<file path="src/rtl/servo_pos_driver.sv">
// rtl/servo_pos_driver.sv - five-joint servo position stepper with shared-frame PWM outputs
// Positions step on a periodic tick; pulse widths are latched at every frame start.
module servo_pos_driver #(
  parameter int unsigned STEP_DIV   = 500000,
  parameter int unsigned PWM_PERIOD = 1000000,
  parameter int unsigned PULSE_MIN  = 50000,
  parameter int unsigned PULSE_STEP = 196,
  parameter logic [7:0]  POS_INIT   = 8'h80,
  parameter int unsigned CNT_W      = 20
) (
  input  logic       clk,
  input  logic       rst_n,
  input  logic       sw,
  input  logic [1:0] btn1,
  input  logic [1:0] btn2,
  input  logic [1:0] btn3,
  input  logic [1:0] btn4,
  input  logic [1:0] btn5,
  output logic [7:0] pos1,
  output logic [7:0] pos2,
  output logic [7:0] pos3,
  output logic [7:0] pos4,
  output logic [7:0] pos5,
  output logic [4:0] pwm,
  output logic [4:0] lim
);

  localparam logic [CNT_W-1:0] STEP_LAST  = CNT_W'(STEP_DIV - 1);
  localparam logic [CNT_W-1:0] FRAME_LAST = CNT_W'(PWM_PERIOD - 1);
  localparam logic [CNT_W-1:0] P_MIN      = CNT_W'(PULSE_MIN);
  localparam logic [CNT_W-1:0] P_STEP     = CNT_W'(PULSE_STEP);
  localparam logic [CNT_W-1:0] W_INIT     = P_MIN + CNT_W'(POS_INIT) * P_STEP;

  typedef enum logic {IDLE_WAIT = 1'b0, STEP = 1'b1} state_t;

  state_t            state_q, state_d;
  logic [CNT_W-1:0]  step_cnt_q, step_cnt_d;
  logic [CNT_W-1:0]  frame_q, frame_d;
  logic [7:0]        pos_q [5];
  logic [7:0]        pos_d [5];
  logic [CNT_W-1:0]  width_q [5];
  logic [CNT_W-1:0]  width_d [5];
  logic [4:0]        pwm_q, pwm_d;
  logic [1:0]        btn_a [5];
  logic              tick;

  assign btn_a[0] = btn1;
  assign btn_a[1] = btn2;
  assign btn_a[2] = btn3;
  assign btn_a[3] = btn4;
  assign btn_a[4] = btn5;

  // STEP is entered exactly when the step counter holds its last value.
  assign tick = (state_q == STEP);

  always_comb begin
    state_d    = IDLE_WAIT;
    step_cnt_d = tick ? '0 : step_cnt_q + 1'b1;
    if (step_cnt_d == STEP_LAST) state_d = STEP;

    frame_d = (frame_q == FRAME_LAST) ? '0 : frame_q + 1'b1;

    pos_d   = pos_q;
    width_d = width_q;
    pwm_d   = '0;
    for (int k = 0; k < 5; k++) begin
      if (tick && sw) begin
        case (btn_a[k])
          2'b01:   if (pos_q[k] != 8'hFF) pos_d[k] = pos_q[k] + 8'd1;
          2'b10:   if (pos_q[k] != 8'h00) pos_d[k] = pos_q[k] - 8'd1;
          default: pos_d[k] = pos_q[k];
        endcase
      end
      if (frame_q == '0) width_d[k] = P_MIN + CNT_W'(pos_q[k]) * P_STEP;
      pwm_d[k] = (frame_q < width_d[k]);
    end
  end

  always_ff @(posedge clk or negedge rst_n) begin
    if (!rst_n) begin
      state_q    <= IDLE_WAIT;
      step_cnt_q <= '0;
      frame_q    <= '0;
      pwm_q      <= '0;
      for (int k = 0; k < 5; k++) begin
        pos_q[k]   <= POS_INIT;
        width_q[k] <= W_INIT;
      end
    end else begin
      state_q    <= state_d;
      step_cnt_q <= step_cnt_d;
      frame_q    <= frame_d;
      pwm_q      <= pwm_d;
      for (int k = 0; k < 5; k++) begin
        pos_q[k]   <= pos_d[k];
        width_q[k] <= width_d[k];
      end
    end
  end

  always_comb begin
    lim = '0;
    for (int k = 0; k < 5; k++) lim[k] = (pos_q[k] == 8'h00) || (pos_q[k] == 8'hFF);
  end

  assign pos1 = pos_q[0];
  assign pos2 = pos_q[1];
  assign pos3 = pos_q[2];
  assign pos4 = pos_q[3];
  assign pos5 = pos_q[4];
  assign pwm  = pwm_q;

endmodule

</file>
<file path="config.mk">
export PLATFORM = sky130hd
export DESIGN_NAME = servo_pos_driver
export DESIGN_NICKNAME = d
export VERILOG_FILES = /design/src/rtl/servo_pos_driver.sv
export SDC_FILE = /design/constraint.sdc
export NUM_CORES = 1
export LEC_CHECK = 0
export CAP_MARGIN = 20
export CORE_MARGIN = 2
export CORE_UTILIZATION = 40
export DETAILED_ROUTE_END_ITERATION = 16
export PLACE_DENSITY_LB_ADDON = 0.3
export SKIP_LAST_GASP = 1
export SLEW_MARGIN = 10
export SYNTH_ARGS = -nofsm -noshare
export SYNTH_HDL_FRONTEND = slang
export SYNTH_SLANG_ARGS = --single-unit
</file>
<file path="constraint.sdc">
create_clock -name clk -period 5.1 [get_ports clk]
set_clock_uncertainty 0.15 [all_clocks]
set_input_delay 0.765 -clock clk [delete_from_list [all_inputs] [get_ports clk]]
set_output_delay 0.765 -clock clk [all_outputs]
set_load 0.01 [all_outputs]
</file>
==> impl_metrics.yaml, run 1 <==
power_and_ir_drop:
  ir_drop_mv: 0.244
  finalPower_uw: 2900
  p_leak_uw: 0.00857
  power_density_nw_per_um2: 164
floorplan:
  die_h_um: 202
  dieArea_um2: 41000
  fp.dieW_um: 202
  pin_count: 63
  rows: 72
  core_um2: 38700
  initial_core_util_pct: 40.6
drt:
  firstDrtPassIters: 5
  post_drt_wl_per_cell_um: 15.0
  drc_errors: 0
  vias_per_cell: 5.21
  met2_length_mm: 16.3
  wirelength_mm: 34.3
  vias: 11900
  wl_met3_um: 695
  drt_iter0_drc: 503
  wl_met1_mm: 17.0
  highest_layer: "met4"
  ant_nets: 0
worst_setup_path:
  endpoint_kind: "flop"
  crit_path_start: "pos5[1]"
  start_kind: "flop"
  critPathMaxFanout: 5
  worstSetupPathType: "reg2reg"
  crit_required_ps: 5280
  critPathArrivalTime_ps: 5040
  reg2reg_depth: 18
  reg2reg_from: "pos5[1]"
finish:
  drive_above_1_share_pct: 8.83
  layout_commonest_cell: "ha_1"
  num_antenna_cells: 0
  final_cell_mix: "ha_1, inv_1, dfrtp_1, nand2_1, nor2_1"
  seqCellArea_um2: 4700
  n_fill_cell: 3713
  layoutNonFillerInstCount: 2284
  multi_input_area_um2: 10300
  areaGrowthSynthToFinish_pct: 12.6
  nNetsFinal: 2085
sta:
  min_period_ps: 4850
  setup_viol: 0
  final-hold-violation-count: 0
  fmax_mhz: 206
  rsz0062_at_grt: "yes"
  timing.final.crit_share_pct: 95.2
  slew_headroom_pct: 27.9
  drv_slew: 0
  worstMarginPinSlew_ps: 1080
clock_network:
  cts_root_buf: "clkbuf_16"
  clock_latency_ps: 440
  cts_sinks: 186
  numCtsBuffers: 17
  cts_tree: "yes"
  cts_buffer_depth: 2
  htreeDepth: 4
  cts.clk_slew.worst_paths_ps: 80
grt:
  grt_pass1_vias: 11800
  grt_pass1_wl_mm: 58.1
  grt_overflow: 0
  grt_max_degree: 95
  grtUsageTotal_pct: 17.3
  antenna_found_initial: 0
logic_synthesis:
  ys_seq_elements: 186
  avgSynthCellArea_um2: 9.40
  netlist-cell-type-count: 62
  synthArstFlopShare_pct: 100
  synth_flop_cell: "dfrtp_1"
  synth.yosys.seq_area_share_pct: 29.8
  synth_edf_count: 0
  syn_nets: 2007
  yosys_warnings: 0
  syn-cell-area_um2: 15700
  syn_inst: 1675
placement:
  dp_hpwl_mm: 25.7
  placed_cells: 2252
  gp_congestion: 0.817
  numPortBuffers: 62
run_status:
  status: "complete, no violations"
job:
  drv_cap: 0
min_path:
  hold_path.class: "in2async"
## flip-flops by register name (all words and copies together) (netlist names)
| register | cells |
|---|---|
| width_q | 100 |
| frame_q | 20 |
| step_cnt_q | 20 |
| pos1 | 8 |
| pos2 | 8 |
| pos3 | 8 |
| pos4 | 8 |
| pos5 | 8 |
| pwm | 5 |
| state_q | 1 |
## worst max-delay path: stages (launching register included)
cell      delay [ps]
dfrtp_2          440
ha_1             320
fa_1             470
ha_1             310
ha_1             240
fa_2             380
a211oi_2         270
o22ai_1          160
nor4bb_4         320
xnor2_1          160
nand2_1           90
o21ai_0          130
ha_1             260
a21o_1           160
a21o_1           170
a211o_1          290
o211ai_1         100
a21oi_1           90
a311oi_1         250
## cell usage after synthesis (all sizes together), types with 14 or more instances
cell	n	area share (%)
clkbuf	16	0.39
nand2	142	3.4
xnor2	83	4.6
xor2	53	2.9
mux2	17	1.2
ha	299	24
dfstp	35	5.8
mux2i	24	1.5
dfrtp	151	24
nor2	104	2.5
o21ai	89	3.0
nor2b	23	0.91
nor3	16	0.58
a21o	35	1.7
o211ai	23	1.1
o21a	23	1.1
nand4	34	1.4
inv	174	4.1
o2111ai	14	0.78
nand3	51	1.6
a211oi	20	0.95
buf	15	0.72
a21oi	64	2.1
fa	20	2.5
## worst paths after layout
path                       slack (ps)           to
setup / recovery                  250       pwm[4]
hold / removal                    230      pos2[5]
setup reg to reg                  250       pwm[4]
hold reg to reg                   310   width_q[1]
max in group asynchronous        3530  width_q[16]
min in group clk                  310   width_q[1]
## layout make-up
cell class | instances | share of cell area (%)
clock buffer | 22 | 2.56
clock inverter | 10 | 0.536
inverter | 174 | 3.68
multi-input combinational | 1284 | 58.2
sequential | 186 | 26.5
tap | 518 | 3.65
timing repair buffer | 90 | 4.85
## logic make-up after synthesis
group           count (synthesis)  share of synthesized area [%]
compound gates                323                           13.5
mux                            41                           2.74
simple gates                  465                           14.8
xor+xnor                      136                           7.56
flops                         186                           29.8
buf+inv                       205                           5.25
fa+ha+maj                     319                           26.3
## layer usage
metal | track usage [%] | up-vias
li1 | - | 6059
met1 | 23.5 | 5693
met2 | 29.4 | 125
met3 | 2.08 | 22
met4 | 3.73 | 0
met5 | 0 | -
## stage by stage
step,setup slack (ps),cell area [um2],TNS (ps),util (%),hold slack [ps]
6_report,246,17700,0,45.8,230
5_1_grt,-50.4,17700,-66.2,45.8,287
4_1_cts,10.5,17700,0,45.6,270
3_5_place_dp,16.8,17100,0,44.2,303
3_3_place_gp,146,17100,0,44.2,293
2_1_floorplan,238,15700,0,-,282
## repair_timing
action                     in CTS  in global routing
setup endpoints to repair       0                  5
gates resized for setup         0                 16
hold buffers                    0                  0
buffers inserted                0                  0
## power by group
part / internal (uW) / switching, uW / total [uW] / leakage (uW)
clock network: 688 / 601 / 1290 / 0.000253
registers: 1480 / 0 / 1480 / 0.00212
logic: 53.7 / 85.0 / 139 / 0.00620
Note: power is estimated with default switching activity, not from simulation.
==> run 2, diff against run 1 <==
- PLACE_DENSITY: unset -> 0.68
- PLACE_DENSITY_LB_ADDON: 0.3 -> unset
==> run 2 against run 1 <==
Design area rose by 0.29%. Combinational power barely moved. Clock power rose by 14%. Largest power group unchanged. Critical endpoint unchanged.
==> impl_metrics.yaml, run 2 (synthesis results as in run 1) <==
clock_network:
  clock_latency_ps: 450
  htreeDepth: 4
  numCtsBuffers: 17
  cts_root_buf: "clkbuf_16"
  cts.clk_slew.worst_paths_ps: 70
  cts_buffer_depth: 2
  cts_tree: "yes"
  cts_sinks: 186
worst_setup_path:
  cpMostUsedCell: "ha_1"
  crit_path_max_incr_delay_ps: 470
  cp_slowest_cell: "fa_1"
  critPathArrivalTime_ps: 5050
  crit_required_ps: 5300
  worstSetupPathType: "reg2reg"
  endpoint_kind: "flop"
  start_kind: "flop"
  critPathMaxFanout: 5
  path_cells: "ha_1 -> fa_1 -> ha_1 -> ha_1 -> fa_2 -> a211oi_2 -> o22ai_1 -> nor4bb_4 -> xnor2_1 -> nand2_1 -> o21ai_0 -> ha_1 -> a21o_1 -> a21o_1 -> a211o_1 -> o211ai_1 -> a21oi_1 -> a311oi_1"
grt:
  grtUsageTotal_pct: 17.4
  grt_max_degree: 107
  grt_pass1_wl_mm: 58.5
  antenna_found_initial: 1
  grt_pass1_vias: 12200
  grt_overflow: 0
finish:
  final_cell_mix: "ha_1, inv_1, dfrtp_1, nand2_1, nor2_1"
  areaGrowthSynthToFinish_pct: 13.0
  layout_commonest_cell: "ha_1"
  largest_register: "width_q"
  num_antenna_cells: 0
  n_fill_cell: 3683
  drive_above_1_share_pct: 8.97
  largest_reg_flops: 100
  layoutNonFillerInstCount: 2279
  reg_top3: "width_q (100), frame_q (20), step_cnt_q (20)"
  finish.instance_area_um2: 17800
  nNetsFinal: 2080
placement:
  dpl_cell_area_um2: 17100
  dp_slack_ps: -15.8
  dp_hpwl_mm: 25.6
  gp_congestion: 0.848
  placed_cells: 2246
  numPortBuffers: 62
min_path:
  hold_path.class: "in2async"
floorplan:
  core_um2: 38700
  pin_count: 63
  fp.dieW_um: 202
  die_h_um: 202
  rows: 72
  initial_core_util_pct: 40.6
  dieArea_um2: 41000
sta:
  timing.final.crit_share_pct: 95.0
  min_period_ps: 4850
  final-hold-violation-count: 0
  fmax_mhz: 206
  rsz0062_at_grt: "yes"
  slew_headroom_pct: 29.4
  holdWs_ps: 254
  setup_viol: 0
  worstMarginPinSlew_ps: 1060
  drv_slew: 0
  fin_ws_ps: 253
drt:
  vias_per_cell: 5.26
  wirelength_mm: 34.5
  post_drt_wl_per_cell_um: 15.1
  drc_errors: 0
  vias: 12000
  drt_iter0_drc: 542
  ant_nets: 0
  firstDrtPassIters: 5
power_and_ir_drop:
  p_leak_uw: 0.00860
  power_density_nw_per_um2: 174
  ir_drop_mv: 0.261
  finalPower_uw: 3090
run_status:
  status: "complete, no violations"
job:
  drv_cap: 0
==> run 2: stage by stage <==
step	util [%]	setup TNS (ps)
finish	45.9	0
global route	45.9	-40.0
CTS	45.7	0
detailed placement	44.0	-15.8
global placement	44.0	0
floorplan	-	0
==> run 2: routing by layer <==
| layer | track usage (%) | routed length, um | vias up |
|---|---|---|---|
| li1 | - | - | 6055 |
| met1 | 22.4 | 16100 | 5750 |
| met2 | 30.3 | 16900 | 149 |
| met3 | 2.42 | 840 | 36 |
| met4 | 5.03 | 577 | 0 |
| met5 | 0 | 0 | - |
==> run 2: timing repair <==
action | in CTS | in global routing
buffers inserted | 0 | 1
endpoints found under the setup margin | 1 | 5
gates resized for setup | 1 | 20
pin swaps | 0 | 3
hold buffers | 0 | 0
==> run 2: power by group <==
part	internal, uW	leakage [uW]	switching, uW
combinational	53.9	0.00617	85.9
sequential	1480	0.00212	0
clock	863	0.000315	608
==> run 2: worst paths after layout <==
check	start	to	slack, ps	depth (start not counted)
hold reg to reg	width_q[98]	width_q[98]	310	2
setup reg to reg	pos5[1]	pwm[4]	250	18
hold / removal	rst_n	pos3[6]	250	1
min in group clk	width_q[98]	width_q[98]	310	2
setup / recovery	pos5[1]	pwm[4]	250	18
max in group asynchronous	rst_n	width_q[24]	3510	2
==> run 2: worst max-delay path: cells and delay by family (launching register included) <==
| kind | cells | cell delay, ps |
|---|---|---|
| adders and majority gates | 6 | 2050 |
| AOI/OAI and AO/OA | 9 | 1570 |
| and+or+nand+nor | 2 | 400 |
| DFF | 1 | 430 |
| xor gates and xnor gates | 1 | 140 |
==> run 2: area by class of cell <==
cell class,count,area [um2],area share (%)
inverters,174,653,3.67
flip-flops and latches,186,4700,26.4
multi-input cells,1284,10300,58.1
repair buffers,85,810,4.55
well taps,518,648,3.64
clock inverters,10,161,0.907
clock buffers,22,474,2.67
==> run 3, diff against run 2 <==
- CTS_CLUSTER_SIZE: unset -> 8
==> results of run 3 <==
The final DEF is identical to that of run 2; final timing and power are the same.
